## src/rtl/fx_pkg.sv

```systemverilog
// Shared defaults and fixed-point helpers for the fx_chain effects pipeline.
// Helpers work on 64-bit signed values; callers size-cast in and out.
package fx_pkg;

  localparam int DEF_IN_W      = 12;
  localparam int DEF_OUT_W     = 16;
  localparam int DEF_GAIN_W    = 11;
  localparam int DEF_GAIN_FRAC = 4;
  localparam int DEF_VOL_W     = 8;
  localparam int DEF_CLIP_HOLD = 4800;

  // Arithmetic right shift by sh (sh >= 1) with round-half-up.
  function automatic logic signed [63:0] round_shift(input logic signed [63:0] a,
                                                     input int unsigned       sh);
    return (a + (64'sd1 <<< (sh - 1))) >>> sh;
  endfunction

  // Clamp a to the range of a w-bit two's complement number.
  function automatic logic signed [63:0] sat_signed(input logic signed [63:0] a,
                                                    input int unsigned       w);
    logic signed [63:0] hi;
    logic signed [63:0] lo;
    hi = (64'sd1 <<< (w - 1)) - 64'sd1;
    lo = -(64'sd1 <<< (w - 1));
    if (a > hi) return hi;
    if (a < lo) return lo;
    return a;
  endfunction

endpackage

```

## src/rtl/fx_clip_hold.sv

```systemverilog
// Clip indicator: reloadable hold counter decremented per output sample,
// with a registered LED flag that stays lit while the counter is nonzero.
module fx_clip_hold
  import fx_pkg::*;
#(
  parameter int CLIP_HOLD = DEF_CLIP_HOLD
) (
  input  logic clk,
  input  logic rst,
  input  logic load,
  input  logic dec,
  output logic clip_led
);

  localparam int CNT_W = $clog2(CLIP_HOLD + 1);

  logic [CNT_W-1:0] cnt_q, cnt_d;
  logic             led_q, led_d;

  always_comb begin
    cnt_d = cnt_q;
    led_d = (cnt_q != '0);
    // A fresh clip wins over the decrement from the same output sample.
    if (load) begin
      cnt_d = CNT_W'(CLIP_HOLD);
    end else if (dec && (cnt_q != '0)) begin
      cnt_d = cnt_q - 1'b1;
    end
  end

  always_ff @(posedge clk or negedge rst) begin
    if (!rst) begin
      cnt_q <= '0;
      led_q <= 1'b0;
    end else begin
      cnt_q <= cnt_d;
      led_q <= led_d;
    end
  end

  assign clip_led = led_q;

endmodule

```

## src/rtl/fx_chain.sv

```systemverilog
// Four-stage effects chain: sign-extend, gain, hard clip, volume with
// rounding/saturation. Config travels with each sample; optional bypass.
module fx_chain
  import fx_pkg::*;
#(
  parameter int IN_W      = DEF_IN_W,
  parameter int OUT_W     = DEF_OUT_W,
  parameter int GAIN_W    = DEF_GAIN_W,
  parameter int GAIN_FRAC = DEF_GAIN_FRAC,
  parameter int VOL_W     = DEF_VOL_W,
  parameter int CLIP_HOLD = DEF_CLIP_HOLD
) (
  input  logic                    clk,
  input  logic                    rst,
  input  logic                    valid_in,
  input  logic signed [IN_W-1:0]  sample_in,
  input  logic [GAIN_W-1:0]       gain,
  input  logic [OUT_W-2:0]        clip_level,
  input  logic [VOL_W-1:0]        vol,
  input  logic                    bypass,
  output logic                    valid_out,
  output logic signed [OUT_W-1:0] sample_out,
  output logic                    clip_led
);

  localparam int P_W = OUT_W + GAIN_W + 1;
  localparam int M_W = OUT_W + VOL_W + 1;

  // Stage 1: sign-extended sample plus captured config.
  logic                    v1_q, v1_d;
  logic signed [OUT_W-1:0] x1_q, x1_d;
  logic [GAIN_W-1:0]       gain1_q, gain1_d;
  logic [OUT_W-2:0]        clip1_q, clip1_d;
  logic [VOL_W-1:0]        vol1_q, vol1_d;
  logic                    byp1_q, byp1_d;

  // Stage 2: full-width gain product.
  logic                    v2_q, v2_d;
  logic signed [P_W-1:0]   p2_q, p2_d;
  logic signed [OUT_W-1:0] x2_q, x2_d;
  logic [OUT_W-2:0]        clip2_q, clip2_d;
  logic [VOL_W-1:0]        vol2_q, vol2_d;
  logic                    byp2_q, byp2_d;

  // Stage 3: clipped sample and clip flag.
  logic                    v3_q, v3_d;
  logic signed [OUT_W-1:0] c3_q, c3_d;
  logic                    flag3_q, flag3_d;
  logic signed [OUT_W-1:0] x3_q, x3_d;
  logic [VOL_W-1:0]        vol3_q, vol3_d;
  logic                    byp3_q, byp3_d;

  // Stage 4: output register.
  logic                    valid_out_q, valid_out_d;
  logic signed [OUT_W-1:0] sample_out_q, sample_out_d;

  logic signed [P_W-1:0]   g;
  logic signed [P_W-1:0]   lvl;
  logic signed [P_W-1:0]   c_full;
  logic signed [M_W-1:0]   m;

  always_comb begin
    // NOTE: every _d gets its hold value first so no path leaves it
    // unassigned; that is what keeps this block from inferring latches.
    v1_d         = valid_in;
    x1_d         = x1_q;
    gain1_d      = gain1_q;
    clip1_d      = clip1_q;
    vol1_d       = vol1_q;
    byp1_d       = byp1_q;
    v2_d         = v1_q;
    p2_d         = p2_q;
    x2_d         = x2_q;
    clip2_d      = clip2_q;
    vol2_d       = vol2_q;
    byp2_d       = byp2_q;
    v3_d         = v2_q;
    c3_d         = c3_q;
    flag3_d      = flag3_q;
    x3_d         = x3_q;
    vol3_d       = vol3_q;
    byp3_d       = byp3_q;
    valid_out_d  = v3_q;
    sample_out_d = sample_out_q;
    g            = P_W'(round_shift(64'(p2_q), GAIN_FRAC));
    lvl          = P_W'($signed({1'b0, clip2_q}));
    c_full       = g;
    m            = M_W'(c3_q) * M_W'($signed({1'b0, vol3_q}));

    if (valid_in) begin
      x1_d    = OUT_W'(sample_in);
      gain1_d = gain;
      clip1_d = clip_level;
      vol1_d  = vol;
      byp1_d  = bypass;
    end

    if (v1_q) begin
      p2_d    = P_W'(x1_q) * P_W'($signed({1'b0, gain1_q}));
      x2_d    = x1_q;
      clip2_d = clip1_q;
      vol2_d  = vol1_q;
      byp2_d  = byp1_q;
    end

    if (g > lvl) begin
      c_full = lvl;
    end else if (g < -lvl) begin
      c_full = -lvl;
    end

    if (v2_q) begin
      c3_d    = OUT_W'(c_full);
      flag3_d = (c_full != g);
      x3_d    = x2_q;
      vol3_d  = vol2_q;
      byp3_d  = byp2_q;
    end

    if (v3_q) begin
      sample_out_d = byp3_q ? x3_q
                            : OUT_W'(sat_signed(round_shift(64'(m), VOL_W - 1), OUT_W));
    end
  end

  always_ff @(posedge clk or negedge rst) begin
    if (!rst) begin
      v1_q         <= 1'b0;
      x1_q         <= '0;
      gain1_q      <= '0;
      clip1_q      <= '0;
      vol1_q       <= '0;
      byp1_q       <= 1'b0;
      v2_q         <= 1'b0;
      p2_q         <= '0;
      x2_q         <= '0;
      clip2_q      <= '0;
      vol2_q       <= '0;
      byp2_q       <= 1'b0;
      v3_q         <= 1'b0;
      c3_q         <= '0;
      flag3_q      <= 1'b0;
      x3_q         <= '0;
      vol3_q       <= '0;
      byp3_q       <= 1'b0;
      valid_out_q  <= 1'b0;
      sample_out_q <= '0;
    end else begin
      // NOTE: non-blocking updates so every stage samples the previous
      // stage's old value and the pipeline shifts by exactly one step.
      v1_q         <= v1_d;
      x1_q         <= x1_d;
      gain1_q      <= gain1_d;
      clip1_q      <= clip1_d;
      vol1_q       <= vol1_d;
      byp1_q       <= byp1_d;
      v2_q         <= v2_d;
      p2_q         <= p2_d;
      x2_q         <= x2_d;
      clip2_q      <= clip2_d;
      vol2_q       <= vol2_d;
      byp2_q       <= byp2_d;
      v3_q         <= v3_d;
      c3_q         <= c3_d;
      flag3_q      <= flag3_d;
      x3_q         <= x3_d;
      vol3_q       <= vol3_d;
      byp3_q       <= byp3_d;
      valid_out_q  <= valid_out_d;
      sample_out_q <= sample_out_d;
    end
  end

  fx_clip_hold #(
    .CLIP_HOLD(CLIP_HOLD)
  ) u_clip_hold (
    .clk     (clk),
    .rst     (rst),
    .load    (v3_q & flag3_q & ~byp3_q),
    .dec     (v3_q),
    .clip_led(clip_led)
  );

  assign valid_out  = valid_out_q;
  assign sample_out = sample_out_q;

endmodule

```

## config.mk

```make
export PLATFORM = sky130hd
export DESIGN_NAME = fx_chain
export DESIGN_NICKNAME = d
export VERILOG_FILES = /design/src/rtl/fx_pkg.sv /design/src/rtl/fx_clip_hold.sv /design/src/rtl/fx_chain.sv
export SDC_FILE = /design/constraint.sdc
export NUM_CORES = 1
export LEC_CHECK = 0
export BUFFER_PORTS_ARGS = -buffer_cell sky130_fd_sc_hd__buf_2
export CAP_MARGIN = 20
export CORE_MARGIN = 1.5
export CORE_UTILIZATION = 30
export DETAILED_ROUTE_END_ITERATION = 6
export GPL_TIMING_DRIVEN = 1
export PLACE_DENSITY = 0.49
export SLEW_MARGIN = 10
export SYNTH_ARGS = -nofsm -noshare
export SYNTH_HDL_FRONTEND = slang
export SYNTH_SLANG_ARGS = --single-unit
```

## constraint.sdc

```tcl
create_clock -name clk -period 15 [get_ports clk]
set_input_delay 3 -clock clk [delete_from_list [all_inputs] [get_ports clk]]
set_output_delay 3 -clock clk [all_outputs]
set_load 0.1 [all_outputs]
```

; Yosys cells after proc, flatten, opt, wreduce, memory -nomap -nowiden
; Index checks and enable logic that the tools add are counted.
; W data, S select, Z words.
[word_totals]
register_bits = 179
wordCells = 53
[op_classes]
n_bitwise = 3
eq_ne = 1
reduce_logical = 3
add_sub_neg = 4
muxes = 14
order_cmp = 4
n_mul = 2
[op_table]
columns = cell, n
row1 = $mux W16, 5
row2 = $mux W28, 2
row3 = $lt A21 B28 Y1, 1
row4 = $ne A28 B21 Y1, 1
row5 = $neg A15 Y28, 1
row6 = $add A25 B8 Y26 const B, 1
row7 = $mux W13, 2
row8 = $add A24 B5 Y25 const B, 1
row9 = $mul A16 B9 Y25, 1
row10 = $mul A12 B12 Y24, 1
row11 = $gt A21 B16 Y1, 1
row12 = $gt A19 B16 Y1 const B, 1
row13 = $lt A19 B16 Y1 const B, 1
row14 = $reduce_bool A13 Y1, 1
row15 = $sub A13 B1 Y13 const B, 1
row16 = $mux W1, 5
row17 = $and A1 B1 Y1, 2
row18 = $reduce_bool A2 Y1, 1
row19 = $logic_and A1 B1 Y1, 1
row20 = $not A1 Y1, 1

; Logic depth before layout (Yosys ltp)
; Gate-level depths: netlist (run 1).
[logic_depth]
ltp_word = 10
depth_mapped = 24

; Cells and area by module
; A second synthesis (run 1) with hierarchy kept.
[unflattened]
hier_cells = 2018
hier_area_um2 = 19458.7
[modules_own_cells]
columns = mod, instances, cells_per_inst, area_per_inst_um2
row1 = fx_chain, 1, 1940, 18690.4
row2 = fx_clip_hold, 1, 78, 768.2

; Worst setup path after synthesis (run 1)
; No wires, ideal clock.
[synth_timing]
path_type = register -> register
start = register vol3_q[3]
end = register sample_out_q[14] (netlist: sample_out[14])
required_ns = 14.874
slack_ns = 9.189
stages_incl_launch_ff = 23
arrival_ns = 5.685
synth_period_minus_slack_ns = 5.811
n_path_buf = 1
cell_sequence = dfrtp_1 -> clkbuf_1 -> nand2_1 -> fa_1 -> inv_1 -> fa_1 -> ha_1 -> fa_1 -> inv_1 -> fa_1 -> inv_1 -> ha_1 -> nand3_1 -> nor4_4 -> o21ai_1 -> a31o_1 -> a2111o_1 -> and3_4 -> a21oi_4 -> o21ai_1 -> a32o_1 -> and3_4 -> a221o_1
[synth_via]
elab_chain_cells = 9
word_cells_on_any_way = 13
[synth_lines]
columns = item, line_no
row1 = "start, declared", fx_chain.sv:50  ; logic [VOL_W-1:0] vol3_q, vol3_d;
row2 = "start signal, assigned", fx_chain.sv:167  ; vol3_q <= vol3_d;
row3 = $mul A16 B9 Y25 *, fx_chain.sv:88  ; m = M_W'(c3_q) * M_W'($signed({1'b0, vol3_q}));
row4 = $add A25 B8 Y26 *, fx_pkg.sv:15  ; return (a + (64'sd1 <<< (sh - 1))) >>> sh;
row5 = $lt A19 B16 Y1, fx_pkg.sv:26  ; if (a < lo) return lo;
row6 = $mux W1 (2 in a row), fx_pkg.sv:26
row7 = $mux W1, fx_chain.sv:120  ; if (v3_q) begin
row8 = $mux W16, fx_pkg.sv:27  ; return a;
row9 = $mux W16 *, fx_pkg.sv:26
row10 = $mux W16 *, fx_chain.sv:121  ; sample_out_d = byp3_q ? x3_q
row11 = "end signal, assigned", fx_chain.sv:170  ; sample_out_q <= sample_out_d;
row12 = "end, declared", fx_chain.sv:55  ; logic signed [OUT_W-1:0] sample_out_q, sample_out_d;
; Every way passes the cells marked *; elsewhere a longest branch is shown, timed or not. The select of a mux whose other input is x is not followed.
; A chain may end at the register's enable or synchronous reset.

; Worst setup path in the final report (run 1)
[layout_timing]
start = register vol3_q[3]
end = register sample_out_q[5] (netlist: sample_out[5])
; The elaborated chain is that of the path after synthesis.

==> flow_summary.yaml, run 1 <==
cts:
  root_buffer: "clkbuf_16"
  hold_buffers: 0
  clk_pin_slew_ps: 70
  cts_resized: 0
  postCtsSetupRepairBufs: 0
  cts_tree: "done"
  clk_path_buf_depth: 2
  htreeDepth: 4
  cts_made_buffers: 17
  insertion_delay_ps: 490
  cts.sinks: 176
routing:
  avgRoutedWirePerCell_um: 16.5
  routed_via_density: 4.74
  vias: 13266
  first_pass_iters: 5
  drc: 0
  wl_mm: 46.1
  ant_nets: 0
  drt_iter0_markers: 645
die:
  die_y_um: 254
  rows: 91
  core_area_sq_um: 62100
  die_area_sq_um: 64700
  initial_core_util_pct: 30.5
  dieWidth_um: 254
  ios: 68
sta:
  fin_skew_ps: 11.3
  whs_ps: 468
  worst_slew_pin_slew_ps: 993
  final_max_slew_viol_count: 0
  setup_tns_ps: 0
  fin_crit_ps: 6550
  max_freq_ghz: 0.153
  hold_viol_final: 0
  setup-violations-final: 0
  fin_crit_sh_pct: 43.6
  slew_headroom_pct: 33.8
  rsz0062_at_grt: "no"
worst_setup_path:
  crit_arrival_ps: 6910
  ff2ff_path_depth: 21
  cp-end-kind: "flop"
  start_kind: "flop"
  required_ps: 15370
  cp_max_fo: 17
  r2r_start: "vol3_q[3]$_DFFE_PN0P_"
  r2r-end: "sample_out[5]$_DFFE_PN0P_"
  setup.worst_path.class: "flop to flop"
  rrSetupSlack_ps: 8450
global_route:
  use_met1_pct: 20.3
  grt_pass1_wl_mm: 77.3
  met2_usage_pct: 26.0
  grt_use_met3_pct: 2.47
  grt_use_total_pct: 15.3
  grt_pass1_vias: 14300
  antenna_found_initial: 1
  grt_max_degree: 101
  busiest_layer: "met2"
  grt-ovfl-total: 0
yosys:
  synth-async-reset-ratio_pct: 100
  yosys.area.top_type: "fa_1"
  syn_avg_cell_area_sq_um: 9.78
  ys_seq_area_share_pct: 23.2
  post-synth-top-area-fraction_pct: 24.2
  yosysWarnings: 0
  synthesis.nets: 2377
  synth_cells: 1937
  synth_seq_cells: 176
  synth.area.top_cells: "fa_1 (24%), dfrtp_1 (23%), ha_1 (11%), mux2_2 (6.6%), inv_1 (5.7%)"
  synth-edff-count: 0
  ys.flop_type: "dfrtp_1"
  netlist_area_sq_um: 18900
  ys_types: 81
finish:
  layout_commonest_cell: "inv_1"
  diodes: 0
  drive_above_1_share_pct: 12.7
  design_area_sq_um: 20600
  layout_common_cells: "inv_1 (290), fa_1 (229), nand2_1 (203), dfrtp_1 (174), ha_1 (161)"
  syn2layout_area_growth_pct: 8.96
  nets: 2389
  nFillCells: 6415
hold_path:
  min_path_type: "flop to flop"
  hold_start: "u_clip_hold.cnt_q[12]$_DFFE_PN0P_"
  hold_path_depth: 2
  hold_end: "u_clip_hold.cnt_q[12]$_DFFE_PN0P_"
placement:
  placed_cell_area_sq_um: 20100
  dp_hpwl_mm: 36.1
  gp_congestion: 0.824
  io_buffers: 67
run_status:
  run_status: "finished clean"
run:
  maxCapViolCount: 0
## logic make-up after synthesis
logic type               Yosys count  share of synthesized area (%)
AO/OA/AOI/OAI                    237                           8.19
AND/OR/NAND/NOR                  542                           14.7
multiplexers                     117                           6.92
flip-flops                       176                           23.2
buffers and inverters            373                           7.40
adder cells (fa/ha/maj)          390                           34.8
XOR/XNOR                         102                           4.72
## worst max-delay path, cell delays in order (launching register included)
cell      delay, ps
dfrtp_1         660
nand2_1         150
fa_1            570
inv_1            50
fa_1            470
ha_1            310
fa_1            540
inv_1            60
fa_1            530
inv_1            40
ha_1            260
nand3_1         130
nor4_4          330
o21ai_1         140
a31o_1          280
a2111o_1        470
and3_4          210
a21oi_4         140
o21ai_1          90
a32o_1          410
and3b_1         250
o32a_1          320
## sequential cells by signal, summed over array words and instances (netlist names), 8 cells and up
register / cells
sample_out: 16
vol3_q: 8
x1_q: 12
p2_q: 21
x2_q: 12
vol2_q: 8
c3_q: 16
x3_q: 12
u_clip_hold.cnt_q: 13
clip1_q: 15
gain1_q: 11
clip2_q: 15
vol1_q: 8
## worst max path at each step
stage | start | end | cells past startpoint
3_5_place_dp | vol3_q[3]$_DFFE_PN0P_ | sample_out[14]$_DFFE_PN0P_ | 21
6_report | vol3_q[3]$_DFFE_PN0P_ | sample_out[5]$_DFFE_PN0P_ | 21
3_3_place_gp | vol3_q[3]$_DFFE_PN0P_ | sample_out[14]$_DFFE_PN0P_ | 21
4_1_cts | vol3_q[3]$_DFFE_PN0P_ | sample_out[5]$_DFFE_PN0P_ | 21
2_1_floorplan | vol3_q[3]$_DFFE_PN0P_ | sample_out[14]$_DFFE_PN0P_ | 22
5_1_grt | vol3_q[3]$_DFFE_PN0P_ | sample_out[14]$_DFFE_PN0P_ | 21
## layer usage
| layer | part of all wire (%) | routed length [um] | vias to the layer above |
|---|---|---|---|
| li1 | - | - | 6291 |
| met3 | 2.8 | 1320 | 26 |
| met5 | 0 | 0 | - |
| met4 | 1.2 | 544 | 0 |
| met2 | 49 | 22500 | 172 |
| met1 | 47 | 21800 | 6777 |
## final cells by class
type,instances,area (sq um),share of cell area [%]
inverter,292,1100,5.31
timing repair buffer,74,417,2.02
multi-input combinational,1388,13100,63.6
sequential,176,4410,21.3
clock buffer,17,425,2.06
tap,837,1050,5.07
clock inverter,15,113,0.546
## Yosys cell counts, types with 18 or more instances
cell type,number
a21oi_1,74
and2_1,132
clkbuf_1,72
dfrtp_1,176
fa_1,229
ha_1,161
inv_1,290
mux2_2,111
nand2_1,203
nand3_1,29
nor2_1,67
nor2b_1,18
nor3_1,20
o21ai_0,51
xnor2_1,77
xor2_1,25
## stage by stage
stage | util (%) | setup slack [ps] | instances
after floorplan | - | 9190 | 1937
after global placement | 32.4 | 8560 | 2766
after detailed placement | 32.4 | 8420 | 2766
after CTS | 33.2 | 8400 | 2798
after global routing | 33.3 | 8050 | 2799
final | 33.3 | 8450 | 2799
Power of run 1 is left out: the tool's default activity adds up to more than one toggle a clock period on the data nets, which glitch-free logic cannot reach.
==> run 2, diff against run 1 <==
clock period = 6.6 ns   (was 15 ns; I/O delays follow)
==> run 2 against run 1 <==
  * Flip-flop and latch count unchanged
  * Critical path depth up 1
  * Cell area up 0.43%
  * Largest cell class unchanged
==> flow_summary.yaml, run 2 (synthesis gave the netlist of run 1 again) <==
finish:
  layout_commonest_cell: "inv_1"
  layout_common_cells: "inv_1 (290), fa_1 (229), nand2_1 (203), dfrtp_1 (174), ha_1 (161)"
  nets: 2400
  design_area_sq_um: 20700
  syn2layout_area_growth_pct: 9.43
  regMostFlops: "p2_q"
  drive_above_1_share_pct: 13.2
  largest_reg_flops: 21
  final_core_util_pct: 33.4
  nFillCells: 6435
routing:
  first_pass_iters: 5
  avgRoutedWirePerCell_um: 16.7
  wl_mm: 47.1
  drc: 0
  drt_iter0_markers: 600
  ant_nets: 0
  routed_via_density: 4.77
  vias: 13412
cts:
  postCtsSetupRepairBufs: 0
  cts_resized: 0
  clk_pin_slew_ps: 70
  clk_path_buf_depth: 2
  insertion_delay_ps: 490
  cts.sinks: 176
  cts_tree: "done"
  hold_buffers: 0
  cts_made_buffers: 17
  htreeDepth: 4
  root_buffer: "clkbuf_16"
run_status:
  run_status: "finished clean"
worst_setup_path:
  cp-end-kind: "flop"
  setup.worst_path.class: "flop to flop"
  crit_arrival_ps: 6630
  start_kind: "flop"
  rrSetupSlack_ps: 340
  required_ps: 6970
  cp_max_fo: 12
sta:
  hold_viol_final: 0
  fin_skew_ps: 9.50
  rsz0062_at_grt: "no"
  fin_crit_sh_pct: 94.8
  worst_slew_pin_slew_ps: 945
  setup_tns_ps: 0
  setup-violations-final: 0
  fin_crit_ps: 6260
  max_freq_ghz: 0.160
  final_max_slew_viol_count: 0
  slew_headroom_pct: 36.9
die:
  rows: 91
  die_area_sq_um: 64700
  die_y_um: 254
  ios: 68
  dieWidth_um: 254
  initial_core_util_pct: 30.5
  core_area_sq_um: 62100
placement:
  io_buffers: 67
  placed_cell_area_sq_um: 20200
  gp_congestion: 0.860
  dp_hpwl_mm: 37.2
global_route:
  grt_pass1_vias: 14267
  grt_pass1_wl_mm: 78.2
  grt-ovfl-total: 0
  grt_max_degree: 68
  antenna_found_initial: 0
  grt_use_total_pct: 15.5
run:
  maxCapViolCount: 0
hold_path:
  min_path_type: "flop to flop"
## run 2: final timing paths
check | start | to | depth (start not counted)
setup / recovery | vol3_q[2]$_DFFE_PN0P_ | sample_out[14]$_DFFE_PN0P_ | 22
hold reg to reg | u_clip_hold.cnt_q[12]$_DFFE_PN0P_ | u_clip_hold.cnt_q[12]$_DFFE_PN0P_ | 2
max in group asynchronous | rst | gain1_q[10]$_DFFE_PN0P_ | 2
min in group asynchronous | rst | vol3_q[2]$_DFFE_PN0P_ | 1
hold / removal | u_clip_hold.cnt_q[12]$_DFFE_PN0P_ | u_clip_hold.cnt_q[12]$_DFFE_PN0P_ | 2
setup reg to reg | vol3_q[2]$_DFFE_PN0P_ | sample_out[14]$_DFFE_PN0P_ | 22
## run 2: cell type report
cell class,count,area [sq um],share of cell area [%]
clock inverter,14,133,0.640
clock buffer,18,429,2.07
antenna,1,2.50,0.0121
tap,837,1050,5.05
multi-input combinational,1388,13100,63.4
inverter,292,1100,5.29
timing repair buffer,85,479,2.31
sequential,176,4410,21.3
## run 2: per-stage QoR
stage          instances  worst slack, ps  hold slack [ps]
3_3_place_gp        2778              457              457
4_1_cts             2810              354              480
2_1_floorplan       1937              789              352
6_report            2811              342              475
5_1_grt             2810             43.5              519
3_5_place_dp        2778              336              460
## run 2: worst max-delay path, stage by stage (launching register included)
cell	delay [ps]
dfrtp_1	480
buf_4	230
nand2_1	90
fa_1	560
inv_1	60
fa_1	510
inv_1	50
fa_1	470
inv_1	50
fa_1	470
ha_1	310
ha_1	360
a21oi_1	80
nor2b_1	220
o21ai_1	140
a31o_1	270
a2111o_1	450
and3_4	210
a21oi_4	130
o21ai_1	100
a32o_1	340
and3_4	230
a221o_1	320
## run 2: layer usage
layer / vias up / wire [um] / track usage (%)
met5: - / 0 / 0
met4: 0 / 862 / 4.95
met3: 43 / 1530 / 1.86
met2: 204 / 23200 / 26.5
met1: 6866 / 21500 / 20.4
li1: 6299 / - / -
Power of run 2 is left out for the same reason.
==> run 3, diff against run 2 <==
CORE_UTILIZATION = 50   (was 30)
PLACE_DENSITY = 0.71   (was 0.49)
==> run 3 against run 2 <==
  * Wire length is 9.0% lower
  * Flip-flop and latch count stayed put
  * Setup slack better by 27 ps
  * Maximum frequency is 0.43% higher
  * Non-clock buffer count is 3 lower
  * Critical path depth is 3 lower
  * Register-to-register slack better by 30 ps
  * Worst hold slack better by 9.2 ps
  * Cell count is 12% lower
  * Die area is 40% lower
  * Clock-buffer cell count is 1 lower
==> flow_summary.yaml, run 3 (synthesis gave the netlist of run 1 again) <==
cts:
  clk_pin_slew_ps: 80
  clk_path_buf_depth: 2
  cts_tree: "done"
  cts_resized: 0
  cts.sinks: 176
  insertion_delay_ps: 460
  hold_buffers: 0
  postCtsSetupRepairBufs: 0
  root_buffer: "clkbuf_16"
  cts_made_buffers: 17
  htreeDepth: 4
worst_setup_path:
  required_ps: 6930
  crit_arrival_ps: 6560
  setup.worst_path.class: "flop to flop"
  cp_max_fo: 12
  cp-end-kind: "flop"
  start_kind: "flop"
sta:
  worst_slew_pin_slew_ps: 915
  max_freq_ghz: 0.160
  setup_tns_ps: 0
  rsz0062_at_grt: "no"
  hold_viol_final: 0
  fin_crit_ps: 6230
  setup-violations-final: 0
  fin_crit_sh_pct: 94.4
  slew_headroom_pct: 39.0
  fin_ws_ps: 369
  fin_skew_ps: 9.87
  final_max_slew_viol_count: 0
die:
  die_y_um: 198
  core_area_sq_um: 37500
  die_area_sq_um: 39100
  ios: 68
  initial_core_util_pct: 50.5
  dieWidth_um: 198
  rows: 71
placement:
  placed_cell_area_sq_um: 19700
  gp_congestion: 0.894
  pre_cts_ws_ps: 378
  dp_hpwl_mm: 33.0
  io_buffers: 67
routing:
  vias: 13490
  wl_mm: 42.8
  first_pass_iters: 4
  drt_iter0_markers: 667
  ant_nets: 0
  routed_via_density: 5.44
  avgRoutedWirePerCell_um: 17.3
  drc: 0
finish:
  regMostFlops: "p2_q"
  design_area_sq_um: 20300
  layout_commonest_cell: "inv_1"
  syn2layout_area_growth_pct: 7.40
  largest_reg_flops: 21
  drive_above_1_share_pct: 13.1
  diodes: 0
  nFillCells: 3374
  layout_common_cells: "inv_1 (290), fa_1 (229), nand2_1 (203), dfrtp_1 (174), ha_1 (161)"
  nets: 2397
run:
  maxCapViolCount: 0
global_route:
  antenna_found_initial: 0
  grt_pass1_wl_mm: 73.2
  grt_pass1_vias: 14577
  grt_use_total_pct: 23.7
  grt_max_degree: 94
  grt-ovfl-total: 0
run_status:
  run_status: "finished clean"
hold_path:
  min_path_type: "flop to flop"
==> run 3: cell types whose count changed in the layout (fill, tap and decap cells not counted) <==
cell	change
buf_16	+1
buf_4	-4
diode_2	-1
clkinv_2	-3
clkinv_4	-3
bufinv_16	-1
inv_6	+1
inv_8	+4
clkbuf_1	-1
clkinv_8	+3
==> run 3: layer usage <==
metal  part of all wire [%]  GRT usage, %
met3                    3.8          3.26
met1                     44          31.0
met2                     50          41.5
met5                      0             0
met4                    1.7          6.16
==> run 3: final timing paths <==
kind | depth (start not counted) | slack (ps) | end | from
worst min register to register | 2 | 480 | u_clip_hold.cnt_q[12]$_DFFE_PN0P_ | u_clip_hold.cnt_q[12]$_DFFE_PN0P_
min in group asynchronous | 1 | 950 | vol3_q[5]$_DFFE_PN0P_ | rst
worst max register to register | 19 | 370 | sample_out[14]$_DFFE_PN0P_ | vol3_q[1]$_DFFE_PN0P_
max in group asynchronous | 3 | 4510 | x2_q[8]$_DFFE_PN0P_ | rst
worst min-delay path | 2 | 480 | u_clip_hold.cnt_q[12]$_DFFE_PN0P_ | u_clip_hold.cnt_q[12]$_DFFE_PN0P_
worst max-delay path | 19 | 370 | sample_out[14]$_DFFE_PN0P_ | vol3_q[1]$_DFFE_PN0P_
==> run 3: critical path, stage by stage (launching register included) <==
cell,delay [ps]
dfrtp_1,490
buf_4,220
and2_1,200
fa_1,580
inv_1,160
fa_1,650
inv_1,130
fa_1,550
fa_1,540
ha_1,320
ha_1,330
nand2_1,100
nor2_1,40
a21oi_1,190
and3_4,250
a21oi_4,60
or3_1,330
a32o_1,380
and3_4,250
a221o_1,330
==> run 3: layout make-up <==
| class | count | area, sq um | area share (%) |
|---|---|---|---|
| flip-flops and latches | 176 | 4410 | 21.7 |
| clock inverters | 15 | 164 | 0.806 |
| repair buffers | 82 | 477 | 2.34 |
| clock buffers | 17 | 425 | 2.09 |
| well taps | 511 | 639 | 3.14 |
| inverters | 292 | 1100 | 5.39 |
| multi-input cells | 1388 | 13100 | 64.6 |
==> run 3: stage by stage <==
step,util (%),hold WS [ps],instances
after detailed placement,52.6,467,2448
after global placement,52.6,457,2448
after floorplan,-,352,1937
final,54.3,484,2481
after global routing,54.3,508,2481
after CTS,54.2,486,2480
Power of run 3 is left out for the same reason.
